===== src/rtl/bp_nonsynth_mem_if_tracker.sv =====
// Passive simulation monitor for the CCE<->memory command/response channel.
// Tracks outstanding commands in order and raises sticky error flags on misuse.
module bp_nonsynth_mem_if_tracker #(
  parameter int paddr_width_p      = 40,
  parameter int cce_block_width_p  = 64,
  parameter int max_outstanding_p  = 8,
  parameter int timeout_cycles_p   = 4096,
  parameter bit report_p           = 1'b1,
  localparam int msg_type_width_lp    = 4,
  localparam int size_width_lp        = 3,
  localparam int cce_mem_msg_width_lp = cce_block_width_p + size_width_lp + paddr_width_p + msg_type_width_lp,
  localparam int count_width_lp       = $clog2(max_outstanding_p + 1)
) (
  input  logic                            clk_i,
  input  logic                            reset_n_i,
  input  logic [cce_mem_msg_width_lp-1:0] mem_cmd_i,
  input  logic                            mem_cmd_v_i,
  input  logic                            mem_cmd_ready_i,
  input  logic [cce_mem_msg_width_lp-1:0] mem_resp_i,
  input  logic                            mem_resp_v_i,
  input  logic                            mem_resp_yumi_i,
  output logic [count_width_lp-1:0]       outstanding_o,
  output logic [4:0]                      err_o,
  output logic                            err_any_o
);

  localparam int ptr_width_lp = (max_outstanding_p > 1) ? $clog2(max_outstanding_p) : 1;
  localparam int wd_width_lp  = $clog2(timeout_cycles_p + 1);
  localparam int tag_width_lp = msg_type_width_lp + paddr_width_p;

  typedef struct packed {
    logic [size_width_lp-1:0]     size;
    logic [paddr_width_p-1:0]     addr;
    logic [msg_type_width_lp-1:0] msg_type;
  } mem_header_s;

  typedef struct packed {
    logic [cce_block_width_p-1:0] data;
    mem_header_s                  header;
  } mem_msg_s;

`ifndef SYNTHESIS
  if (max_outstanding_p < 1) begin : g_bad_depth
    $fatal(1, "bp_nonsynth_mem_if_tracker: max_outstanding_p must be >= 1");
  end
  if (timeout_cycles_p < 1) begin : g_bad_timeout
    $fatal(1, "bp_nonsynth_mem_if_tracker: timeout_cycles_p must be >= 1");
  end
`endif

  mem_msg_s cmd_msg, resp_msg;
  logic [tag_width_lp-1:0] cmd_tag, resp_tag, head_tag;

  assign cmd_msg  = mem_msg_s'(mem_cmd_i);
  assign resp_msg = mem_msg_s'(mem_resp_i);
  assign cmd_tag  = {cmd_msg.header.msg_type, cmd_msg.header.addr};
  assign resp_tag = {resp_msg.header.msg_type, resp_msg.header.addr};

  logic [tag_width_lp-1:0]         fifo_q [max_outstanding_p];
  logic [ptr_width_lp-1:0]         rd_ptr_q, rd_ptr_d, wr_ptr_q, wr_ptr_d;
  logic [count_width_lp-1:0]       count_q, count_d;
  logic [wd_width_lp-1:0]          wd_q, wd_d;
  logic [4:0]                      err_q, err_d;
  logic                            pcmd_v_q, pcmd_rdy_q, presp_v_q, presp_yumi_q;
  logic [cce_mem_msg_width_lp-1:0] pcmd_q, presp_q;

  logic cmd_fire, resp_fire, empty, full, push, pop;
  logic ovf, unf, mism, tmo, proto;

  function automatic logic [ptr_width_lp-1:0] ptr_inc(input logic [ptr_width_lp-1:0] p);
    if (p == ptr_width_lp'(max_outstanding_p - 1)) return '0;
    return p + ptr_width_lp'(1);
  endfunction

  assign head_tag = fifo_q[rd_ptr_q];

  always_comb begin
    cmd_fire  = mem_cmd_v_i & mem_cmd_ready_i;
    resp_fire = mem_resp_v_i & mem_resp_yumi_i;
    empty     = (count_q == '0);
    full      = (count_q == count_width_lp'(max_outstanding_p));

    // A same-cycle pop frees a slot, so a push into a full FIFO is legal then.
    pop  = resp_fire & ~empty;
    push = cmd_fire & (~full | pop);
    ovf  = cmd_fire & full & ~pop;
    unf  = resp_fire & empty;
    mism = pop & (head_tag != resp_tag);

    rd_ptr_d = pop  ? ptr_inc(rd_ptr_q) : rd_ptr_q;
    wr_ptr_d = push ? ptr_inc(wr_ptr_q) : wr_ptr_q;
    count_d  = count_q + count_width_lp'(push) - count_width_lp'(pop);

    wd_d = wd_q;
    if (resp_fire || empty) wd_d = '0;
    else if (wd_q != wd_width_lp'(timeout_cycles_p)) wd_d = wd_q + wd_width_lp'(1);
    tmo = (wd_d == wd_width_lp'(timeout_cycles_p));

    proto = 1'b0;
    if (pcmd_v_q && !pcmd_rdy_q && (!mem_cmd_v_i || (mem_cmd_i != pcmd_q)))       proto = 1'b1;
    if (presp_v_q && !presp_yumi_q && (!mem_resp_v_i || (mem_resp_i != presp_q))) proto = 1'b1;
    if (mem_resp_yumi_i && !mem_resp_v_i)                                         proto = 1'b1;

    err_d = err_q | {proto, tmo, mism, unf, ovf};
  end

  always_ff @(posedge clk_i or negedge reset_n_i) begin
    if (!reset_n_i) begin
      for (int i = 0; i < max_outstanding_p; i++) fifo_q[i] <= '0;
      rd_ptr_q     <= '0;
      wr_ptr_q     <= '0;
      count_q      <= '0;
      wd_q         <= '0;
      err_q        <= '0;
      pcmd_v_q     <= 1'b0;
      pcmd_rdy_q   <= 1'b0;
      pcmd_q       <= '0;
      presp_v_q    <= 1'b0;
      presp_yumi_q <= 1'b0;
      presp_q      <= '0;
    end else begin
      if (push) fifo_q[wr_ptr_q] <= cmd_tag;
      rd_ptr_q     <= rd_ptr_d;
      wr_ptr_q     <= wr_ptr_d;
      count_q      <= count_d;
      wd_q         <= wd_d;
      err_q        <= err_d;
      pcmd_v_q     <= mem_cmd_v_i;
      pcmd_rdy_q   <= mem_cmd_ready_i;
      pcmd_q       <= mem_cmd_i;
      presp_v_q    <= mem_resp_v_i;
      presp_yumi_q <= mem_resp_yumi_i;
      presp_q      <= mem_resp_i;
    end
  end

`ifndef SYNTHESIS
  // Report only the first rising of each sticky bit.
  always_ff @(posedge clk_i) begin
    if (report_p && reset_n_i) begin
      if (err_d[0] && !err_q[0]) $error("[%0t] mem_if_tracker overflow tag=%h", $time, cmd_tag);
      if (err_d[1] && !err_q[1]) $error("[%0t] mem_if_tracker underflow tag=%h", $time, resp_tag);
      if (err_d[2] && !err_q[2]) $error("[%0t] mem_if_tracker mismatch tag=%h head=%h", $time, resp_tag, head_tag);
      if (err_d[3] && !err_q[3]) $error("[%0t] mem_if_tracker timeout tag=%h", $time, head_tag);
      if (err_d[4] && !err_q[4]) $error("[%0t] mem_if_tracker protocol tag=%h", $time, cmd_tag);
    end
  end
`endif

  assign outstanding_o = count_q;
  assign err_o         = err_q;
  assign err_any_o     = |err_q;

endmodule


===== config.mk =====
export PLATFORM = sky130hd
export DESIGN_NAME = bp_nonsynth_mem_if_tracker
export DESIGN_NICKNAME = d
export VERILOG_FILES = /design/src/rtl/bp_nonsynth_mem_if_tracker.sv
export SDC_FILE = /design/constraint.sdc
export NUM_CORES = 1
export LEC_CHECK = 0
export ABC_CLOCK_PERIOD_IN_PS = 4350
export BUFFER_PORTS_ARGS = -buffer_cell sky130_fd_sc_hd__buf_2
export CORE_ASPECT_RATIO = 1.5
export CORE_MARGIN = 1
export CORE_UTILIZATION = 44
export CTS_CLUSTER_SIZE = 14
export DETAILED_ROUTE_END_ITERATION = 10
export SYNTH_ARGS = -nofsm -noshare
export SYNTH_HDL_FRONTEND = slang
export SYNTH_SLANG_ARGS = --single-unit

===== constraint.sdc =====
create_clock -name clk_i -period 4.35 [get_ports clk_i]
set_clock_uncertainty 0.05 [all_clocks]
set_input_delay 0.435 -clock clk_i [delete_from_list [all_inputs] [get_ports clk_i]]
set_output_delay 0.435 -clock clk_i [all_outputs]
set_load 0.02 [all_outputs]

==> metrics.md, run 1 <==
| Metric | Value |
|---|---|
| Final wirelength | `between 60000 and 70000 um` |
| Min-Delay Endpoint | `pcmd_q[41]` |
| Least-Margin Pin Slew | `between 1 and 1.5 ns` |
| Initial antenna violation count | `1` |
| Share of layout cells above drive strength 1 | `around 33%` |
| Final Setup Violations | `0` |
| R2r worst-path depth | `6` |
| Post-synthesis sequential area ratio | `between 50 and 60%` |
| Starting Density | `44.4%` |
| Largest area contributor in the netlist | `dfrtp_1` |
| CP Data Arrival Time | `~4.2 ns` |
| CTS Buf Count | `59` |
| Synthesized net count | `2092` |
| Top Ports | `roughly 240` |
| CP max FO | `10` |
| DRT antenna net count | `0` |
| Distinct cells, synth | `57` |
| Met1 GRT Util | `between 30% and 40%` |
| Max Clk Rate | `roughly 260 MHz` |
| Global-route wire length before repair | `~110000 um` |
| GRT Max-Usage Layer | `met2` |
| Die span in x | `~200 um` |
| Final worst path period need | `3.82 ns` |
| Worst reg2reg startpoint | `pcmd_q[74]` |
| Initial drt markers | `905` |
| CTS tree | `done` |
| Violated checks | `design-rule violations` |
| Hold Fails Final Rpt | `0` |
| HP Start | `mem_cmd_i[41]` |
| YS warnings | `0` |
| Max Cap Viol | `0` |
| Fin crit share | `87.9%` |
| Power Density | `approximately 610 nW/um^2` |
| Top cells by area, synth | `dfrtp_1 (58%), mux2_2 (13%), mux4_2 (6.8%), xor2_1 (3.9%), xnor2_1 (2.2%)` |
| R2r setup slk | `0.71 ns` |
| Post-synth top cells | `dfrtp_1 (606), mux2_2 (306), xor2_1 (117)` |
| DR vias | `16598` |
| Vias in the first global route | `between 15000 and 20000` |
| Post-route DRC violation count | `2` |
| Cell with the most instances after synthesis | `dfrtp_1` |
| Worst-path clk slew | `~0.06 ns` |
| Synth top area share | `slightly below 60%` |
| Power, Total | `roughly 20 mW` |
| Chip Height | `around 300 um` |
| Synth Register Bits | `606` |
| Overflow after GRT | `0` |
| CP Launch Type | `primary input` |
| Root Driver | `clkbuf_16` |
| Pin count of the biggest net entering global routing | `approximately 110` |
| Syn Inst Count | `~1900` |
| Number of enable flip-flop cells after synthesis | `0` |
| Setup_tns | `0 ns` |
| Critical R2R Capture | `err_o[4]` |
| Unrepaired setup endpoints after global routing | `false` |
| Htree depth | `2` |
| Clock sink count | `between 600 and 700` |
| Worst EP required | `4.73 ns` |
| Status | `complete, but fails checks` |
| Clk_lat worst skew | `roughly 0.63 ns` |
| M3 GR Usage | `2.98%` |
| Static leakage | `about 15 nW` |
| Detail Placement HPWL | `between 40000 and 50000 um` |
| Synth async-reset ratio | `100%` |
| Grt met2 use | `around 42%` |
| Synthesized area per cell | `between 10 and 15 um^2` |
| Most used DFF post-synth | `dfrtp_1` |
| WS Path Type | `primary input to register` |
| Core Footprint | `between 50000 and 60000 um^2` |
| Worst Hold Depth | `1` |
| Maximum vdd ir drop | `between 0.4 and 0.5 mV` |
| Clock Tree Buf Depth | `3` |
| # rows | `roughly 110` |
| Number of port buffers | `about 240` |
| GP Congestion | `~0.91` |
| Crit. End Element | `register` |
| Synth-to-layout area growth | `24.2%` |
| Vias per cell | `approximately 5.3` |
| Global Route Usage Sum | `a little under a quarter` |
| Worst hold path class | `primary input to register` |
| Post-CTS Setup Inserts | `0` |
| Final nets | `between 2000 and 3000` |
| Max_slew headroom | `3.19%` |
| Post-DR wirelength/cell | `around 22 um` |
| Max Slew Vio Count | `0` |
| Ant diodes | `0` |
| Die Area | `~60000 um^2` |
| Post-Syn Area | `about 26000 um^2` |
| DRT Pass-1 Iters | `8` |
==> cell families after synthesis <==
family | synth area share [%]
AO/OA/AOI/OAI | 3.99
XOR/XNOR | 6.17
adder cells (fa/ha/maj) | 0.652
buffers and inverters | 3.56
flip-flops | 58.1
multiplexers | 22.3
AND/OR/NAND/NOR | 5.24
==> worst max-delay path, stage by stage <==
cell	delay, ns
dlygate4sd3_1	0.55
buf_2	0.19
xor2_1	0.15
nor4_1	0.32
nand4_1	0.59
or4_1	0.67
o311ai_0	1.14
nand3_1	0.15
==> routing by layer <==
metal | vias up | wire length (um)
met5 | - | 13
met4 | 2 | 2200
met3 | 104 | 2470
met2 | 398 | 36200
met1 | 8638 | 29000
li1 | 7456 | -
==> power breakdown <==
part           leakage (nW)  total (mW)  internal [mW]  switching (mW)
clock network          1.01        5.37           3.15            2.22
logic                  6.32        6.11           3.40            2.70
registers              7.41        8.39           7.35            1.05
==> final cells by class <==
class                           instances  area (um^2)
Timing Repair Buffer                  491         3790
Multi-Input combinational cell       1031        10000
Sequential cell                       606        15200
Inverter                              108          405
Tap cell                              777          972
Fill cell                            4792        26400
Clock buffer                           87         1750
Clock inverter                         23          294
==> stage by stage <==
stage	setup slack, ns	instances	utilization (%)	hold slack (ns)	instance area [um^2]
finish	0.526	3123	55.1	0.0312	32400
global route	0.490	3123	55.1	0.0115	32400
CTS	0.555	3123	55.1	0.00504	32400
detailed placement	0.374	2789	47.8	0.419	28100
global placement	0.443	2788	47.8	0.407	28100
floorplan	1.80	1851	-	0.0894	26100
==> worst max-delay path by stage <==
stage	from	end	slack, ns	depth (start not counted)
detailed placement	mem_cmd_i[34]	err_o[4]	0.37	8
global route	mem_cmd_i[1]	err_o[4]	0.49	8
CTS	mem_cmd_i[34]	err_o[4]	0.56	9
floorplan	outstanding_o[2]	outstanding_o[2]	1.80	12
global placement	mem_cmd_i[34]	err_o[4]	0.44	8
finish	mem_cmd_i[1]	err_o[4]	0.53	8
==> timing repair <==
action	in CTS	in global routing
endpoints found under the hold margin	319	0
hold buffers	224	0
gates resized for setup	0	0
==> state kept, by name (all words and copies together) (netlist names) <==
signal	cells
fifo_q	352
wr_ptr_q	3
pcmd_v_q	1
presp_v_q	1
err_o	5
rd_ptr_q	3
outstanding_o	4
pcmd_q	111
pcmd_rdy_q	1
presp_q	111
wd_q	13
presp_yumi_q	1
==> cell usage in the layout, fill, tap and decap left out, types with 15 or more instances in the layout <==
cell type / instances
nand4_1: 25
buf_2: 237
mux2i_1: 26
nand2b_1: 31
o21ai_0: 41
dlygate4sd3_1: 224
o22ai_1: 30
xnor2_1: 67
mux2_2: 306
inv_1: 107
clkbuf_16: 60
a22o_1: 17
mux4_2: 79
o2bb2ai_1: 19
clkbuf_8: 15
dfrtp_1: 603
xor2_1: 117
nor2_1: 22
buf_4: 19
nand2_1: 93
nor4_1: 49
Note: power is estimated with default switching activity, not from simulation.
==> inputs of run 2 (changes only) <==
--- a/config.mk
+++ b/config.mk
@@ -12,6 +12,7 @@
 export CORE_UTILIZATION = 44
 export CTS_CLUSTER_SIZE = 14
 export DETAILED_ROUTE_END_ITERATION = 10
+export PLACE_DENSITY = 0.66
 export SYNTH_ARGS = -nofsm -noshare
 export SYNTH_HDL_FRONTEND = slang
 export SYNTH_SLANG_ARGS = --single-unit
==> metrics.md, run 2 (same netlist as run 1, synthesis figures left out) <==
| Metric | Value |
|---|---|
| Max Cap Viol | `0` |
| # rows | `between 100 and 150` |
| CP max FO | `37` |
| Global-route wire length before repair | `between 100000 and 150000 um` |
| CTS tree | `done` |
| Power, Total | `19.9 mW` |
| CTS Buf Count | `a little under 60` |
| Most frequent cells in the layout | `dfrtp_1 (603), mux2_2 (306), buf_2 (236)` |
| Most common cell after layout, fill and taps aside | `dfrtp_1` |
| Worst hold path class | `primary input to register` |
| Share of layout cells above drive strength 1 | `about a third` |
| Setup WS post-layout | `0.975 ns` |
| Die span in x | `201 um` |
| Synth-to-layout area growth | `24.1%` |
| Initial antenna violation count | `0` |
| Fin crit share | `77.6%` |
| Dpl ws | `around 0.77 ns` |
| Unrepaired setup endpoints after global routing | `false` |
| Worst-path clk slew | `0.07 ns` |
| Clock Tree Buf Depth | `3` |
| DRT Pass-1 Iters | `6` |
| Number of port buffers | `~240` |
| Final Core Density | `between 50% and 60%` |
| Hold Fails Final Rpt | `0` |
| Root Driver | `clkbuf_16` |
| Overflow after GRT | `0` |
| Max Clk Rate | `~300 MHz` |
| Post-route DRC violation count | `0` |
| Htree depth | `2` |
| Top Registers | `fifo_q (352), pcmd_q (111), presp_q (111)` |
| Crit. End Element | `register` |
| Die Area | `approximately 60000 um^2` |
| Setup_tns | `0 ns` |
| Worst EP required | `approximately 4.8 ns` |
| CP Launch Type | `register` |
| Top Ports | `approximately 240` |
| Final wirelength | `between 60000 and 70000 um` |
| Final nets | `approximately 2500` |
| Fin cells | `a little over 3000` |
| DR vias | `roughly 17000` |
| Maximum vdd ir drop | `0.349 mV` |
| Least-Margin Pin Slew | `0.924 ns` |
| Max_slew headroom | `37.9%` |
| Power Density | `approximately 620 nW/um^2` |
| Starting Density | `roughly 44%` |
| CP Data Arrival Time | `approximately 3.8 ns` |
| DRT antenna net count | `0` |
| Max Slew Vio Count | `0` |
| Core Footprint | `58800 um^2` |
| Clk_lat worst skew | `between 0.6 and 0.7 ns` |
| Largest register FFs | `roughly 350` |
| Vias per cell | `~5.4` |
| Final worst path period need | `roughly 3.4 ns` |
| Clock sink count | `between 600 and 700` |
| Global Route Usage Sum | `around a quarter` |
| Detail Placement HPWL | `approximately 46000 um` |
| Cell count after placement | `between 2000 and 3000` |
| WS Path Type | `register to register` |
| Ant diodes | `0` |
| Static leakage | `around 15 nW` |
| Post-DR wirelength/cell | `about 22 um` |
| Status | `completed` |
| Pin count of the biggest net entering global routing | `between 100 and 150` |
| Top reg by flops | `fifo_q` |
| Vias in the first global route | `between 15000 and 20000` |
| Final Setup Violations | `0` |
| Chip Height | `~300 um` |
| GP Congestion | `~0.9` |
| Filler instances | `about 4700` |
| Initial drt markers | `just under 900` |
[run 2: routing by layer]
metal | track usage (%) | share of wire [%]
met1 | 28.5 | 40
met2 | 41.7 | 51
met3 | 3.57 | 4.6
met4 | 10.5 | 4.5
met5 | 0 | 0
[run 2: area by class of cell]
cell class / instances / area, um^2 / area share [%]
clock buffers: 91 / 1790 / 5.52
clock inverters: 17 / 269 / 0.830
repair buffers: 485 / 3760 / 11.6
well taps: 777 / 972 / 3.00
multi-input cells: 1031 / 10000 / 31.0
flip-flops and latches: 606 / 15200 / 46.8
inverters: 108 / 405 / 1.25
[run 2: power breakdown]
part | switching [mW] | internal [mW] | leakage (nW)
sequential | 0.954 | 7.35 | 7.41
clock | 2.17 | 3.23 | 1.01
combinational | 2.82 | 3.42 | 6.30
[run 2: final timing paths]
kind / cells past startpoint / endpoint / startpoint / slack [ns]
worst max-delay path: 8 / err_o[2] / rd_ptr_q[1] / 0.98
worst min-delay path: 1 / pcmd_q[2] / mem_cmd_i[2] / 0.02
worst max register to register: 8 / err_o[2] / rd_ptr_q[1] / 0.98
worst min register to register: 2 / fifo_q[128] / fifo_q[128] / 0.43
max in group asynchronous: 3 / presp_q[100] / reset_n_i / 2.76
min in group asynchronous: 2 / presp_q[70] / reset_n_i / 0.35
[run 2: critical path: stages (launching register included)]
cell and delay [ns]:
dfrtp_4 0.63, buf_12 0.34, mux4_2 0.55, nand2b_1 0.08, nand2_1 0.14, xor2_1 0.20, nor4_1 0.69, nand4_1 0.17
o32a_1 0.37
[run 2: what timing repair did]
action | 4_1_cts | 5_1_grt
hold buffers | 220 | 0
buffers inserted | 0 | 0
hold endpoints to repair | 294 | 0
gates resized for setup | 0 | 0
[run 2: per-stage QoR]
stage / hold WS, ns / instance area [um^2]
6_report: 0.0198 / 32400
2_1_floorplan: 0.0894 / 26100
4_1_cts: 0.000106 / 32400
3_5_place_dp: 0.414 / 28100
5_1_grt: 0.00957 / 32400
3_3_place_gp: 0.407 / 28100
==> inputs of run 3 (changes only) <==
--- a/config.mk
+++ b/config.mk
@@ -5,7 +5,8 @@
 export SDC_FILE = /design/constraint.sdc
 export NUM_CORES = 1
 export LEC_CHECK = 0
-export ABC_CLOCK_PERIOD_IN_PS = 4350
+export ABC_AREA = 1
+export ABC_CLOCK_PERIOD_IN_PS = 3180
 export BUFFER_PORTS_ARGS = -buffer_cell sky130_fd_sc_hd__buf_2
 export CORE_ASPECT_RATIO = 1.5
 export CORE_MARGIN = 1
==> constraint.sdc (replaced) <==
create_clock -name clk_i -period 3.18 [get_ports clk_i]
set_clock_uncertainty 0.05 [all_clocks]
set_input_delay 0.318 -clock clk_i [delete_from_list [all_inputs] [get_ports clk_i]]
set_output_delay 0.318 -clock clk_i [all_outputs]
set_load 0.02 [all_outputs]
==> metrics.md, run 3 <==
| Metric | Value |
|---|---|
| Clock Tree Buf Depth | `3` |
| Post-synthesis sequential area ratio | `55.6%` |
| Detail Placement HPWL | `about 55000 um` |
| Die Area | `63000 um^2` |
| Final Setup Violations | `0` |
| R2r worst-path depth | `9` |
| Global-route wire length before repair | `~130000 um` |
| Top Registers | `fifo_q (352), pcmd_q (111), presp_q (111)` |
| Synth Register Bits | `a little over 600` |
| Post-synth top cells | `nand2_1 (1097), dfrtp_1 (606), o21ai_0 (430)` |
| Post-Synth Adder-Cell Area | `less than 1%` |
| Max Clk Rate | `between 300 and 400 MHz` |
| Syn Inst Count | `about 3300` |
| GP Congestion | `0.867` |
| Clk_lat worst skew | `0.62 ns` |
| CTS Buf Count | `slightly above 60` |
| Top Ports | `around 240` |
| Final hold slack | `around 0.058 ns` |
| Worst-path clk slew | `0.06 ns` |
| Worst Hold Depth | `2` |
| Cell count after placement | `4261` |
| Synthesized net count | `around 3600` |
| Unrepaired setup endpoints after global routing | `false` |
| Number of enable flip-flop cells after synthesis | `0` |
| Share of layout cells above drive strength 1 | `between 10 and 15%` |
| Overflow after GRT | `0` |
| Final wirelength | `~84000 um` |
| R2r setup slk | `0.36 ns` |
| Static leakage | `between 15 and 20 nW` |
| Least-Margin Pin Slew | `approximately 0.99 ns` |
| Starting Density | `44.5%` |
| Most common cell after layout, fill and taps aside | `nand2_1` |
| Post-synthesis mux area share | `0%` |
| YS warnings | `0` |
| Worst path slowest cell | `nand3_2` |
| Largest register FFs | `between 300 and 400` |
| Post-synthesis xor/xnor area fraction | `~2.1%` |
| Core Footprint | `around 60000 um^2` |
| Global Route Usage Sum | `between 20% and 30%` |
| Htree depth | `2` |
| Max_slew headroom | `approximately 34%` |
| CP max FO | `31` |
| Main combinational cell family by area after synthesis | `simple AND/OR/NAND/NOR gates` |
| Largest area contributor in the netlist | `dfrtp_1` |
| Fin cells | `around 4600` |
| Top reg by flops | `fifo_q` |
| Most frequent cells in the layout | `nand2_1 (1097), dfrtp_1 (604), o21ai_0 (430)` |
| Top cells by area, synth | `dfrtp_1 (56%), nand2_1 (15%), o21ai_0 (7.9%), inv_1 (5.1%), nand3_1 (4.5%)` |
| Synthesized area per cell | `~8 um^2` |
| # rows | `111` |
| Crit. End Element | `register` |
| Vias per cell | `roughly 5.1` |
| Chip Height | `approximately 310 um` |
| CP Data Arrival Time | `3.25 ns` |
| Post-DR wirelength/cell | `around 18 um` |
| Setup_tns | `0 ns` |
| Worst reg2reg startpoint | `outstanding_o[3]` |
| Most used DFF post-synth | `dfrtp_1` |
| Synth async-reset ratio | `100%` |
| Fin crit share | `88.6%` |
| Final nets | `4000` |
| Max Slew Vio Count | `0` |
| Root Driver | `clkbuf_16` |
| Post-CTS Setup Inserts | `0` |
| Vias in the first global route | `around 24000` |
| Post-route DRC violation count | `0` |
| Synth-to-layout area growth | `24.5%` |
| DRT antenna net count | `0` |
| WS Path Type | `register to register` |
| Cell Chain, Critical Path | `inv_1, ha_1, o211ai_2, nand3_2, nor2_4, nand3_2, buf_4, nand2_1, o21ai_0` |
| Initial drt markers | `~1800` |
| Compound-Gate Fraction of Synth Area | `approximately 10%` |
| CTS Hold Bufs | `226` |
| Post-Syn Area | `between 20000 and 30000 um^2` |
| Min-Delay Endpoint | `pcmd_v_q` |
| Status | `completed` |
| Critical path's most frequent cell | `nand3_2` |
| Distinct cells, synth | `35` |
| Hold Fails Final Rpt | `0` |
| DR vias | `23637` |
| Synth top area share | `between 50% and 60%` |
| Filler instances | `around 5600` |
| Simple-gate share of the synthesized area | `24.3%` |
| Max Cap Viol | `0` |
| CP Launch Type | `register` |
| Initial antenna violation count | `1` |
| CTS tree | `done` |
| Worst EP required | `3.61 ns` |
| Maximum vdd ir drop | `approximately 0.55 mV` |
| Die span in x | `around 210 um` |
| Critical R2R Capture | `fifo_q[306]` |
| Pin count of the biggest net entering global routing | `slightly below 90` |
| Final worst path period need | `between 2 and 3 ns` |
| Worst hold path class | `primary input to register` |
| Power Density | `between 800 and 900 nW/um^2` |
| Max incr delay on CP | `0.75 ns` |
| Clock sink count | `around 600` |
| DRT Pass-1 Iters | `5` |
| HP Start | `mem_cmd_v_i` |
| CTS resizes | `0` |
| Cell with the most instances after synthesis | `nand2_1` |
| Number of port buffers | `237` |
-- run 3: cell count changes in the layout (fill, tap and decap cells not counted), sizes merged, moves of 74 or more --
cell / before / now
nand2: 94 / 1097
o21ai: 41 / 446
mux2: 315 / 0
inv: 108 / 374
nand3: 9 / 251
nor2: 22 / 167
mux4: 88 / 0
xor2: 117 / 43
-- run 3: routing by layer --
layer	global-route usage (%)	vias to the layer above	wire length, um
met1	35.1	11320	35600
met3	4.24	156	4700
li1	-	11436	-
met4	10.6	0	3360
met5	0	-	0
met2	46.1	725	40400
-- run 3: report_power, final --
group          internal [mW]  leakage, nW  total (mW)  switching, mW
Combinational           3.48         8.62        9.39           5.92
Clock                   4.46         1.04        7.58           3.12
Sequential              10.0         7.46        11.3           1.31
Total                   17.9         17.1        28.3           10.3
-- run 3: stage by stage --
| stage | area [um^2] | util (%) | power (mW) | setup WS (ns) |
|---|---|---|---|---|
| 2_1_floorplan | 27300 | - | 17.5 | 0.808 |
| 3_3_place_gp | 29600 | 48.3 | 20.3 | 0.404 |
| 3_5_place_dp | 29600 | 48.3 | 20.5 | 0.380 |
| 4_1_cts | 33900 | 55.4 | 28.4 | 0.353 |
| 5_1_grt | 33900 | 55.4 | 30.4 | 0.187 |
| 6_report | 34000 | 55.4 | 28.3 | 0.362 |
-- run 3: cells by family after synthesis --
logic type	Yosys count
and+or+nand+nor	1606
DFF	606
AOI/OAI and AO/OA	518
buffers and inverters	516
xor gates and xnor gates	65
adders and majority gates	13
-- run 3: area by class of cell --
class / instances / area (um^2) / share of cell area [%]
inverter: 375 / 1410 / 4.15
clock buffer: 81 / 1730 / 5.10
antenna: 3 / 7.51 / 0.0221
multi-input combinational: 2202 / 10100 / 29.8
timing repair buffer: 513 / 4160 / 12.2
sequential: 606 / 15200 / 44.7
clock inverter: 28 / 370 / 1.09
tap: 791 / 990 / 2.91
-- run 3: worst max path at each step --
stage,start,to,slack [ns],cells past startpoint
after floorplan,outstanding_o[2],outstanding_o[2],0.81,11
after global placement,outstanding_o[2],fifo_q[272],0.40,9
after detailed placement,outstanding_o[2],fifo_q[291],0.38,9
after CTS,outstanding_o[2],fifo_q[305],0.35,9
after global routing,outstanding_o[2],fifo_q[290],0.19,8
final,outstanding_o[3],fifo_q[306],0.36,9
-- run 3: critical path, delay by kind of cell, from the launching register on --
family,cells,cell delay [ns]
AND/OR/NAND/NOR,4,1.19
buffers and inverters,2,0.56
flip-flops,1,0.38
AO/OA/AOI/OAI,2,0.28
adder cells (fa/ha/maj),1,0.20
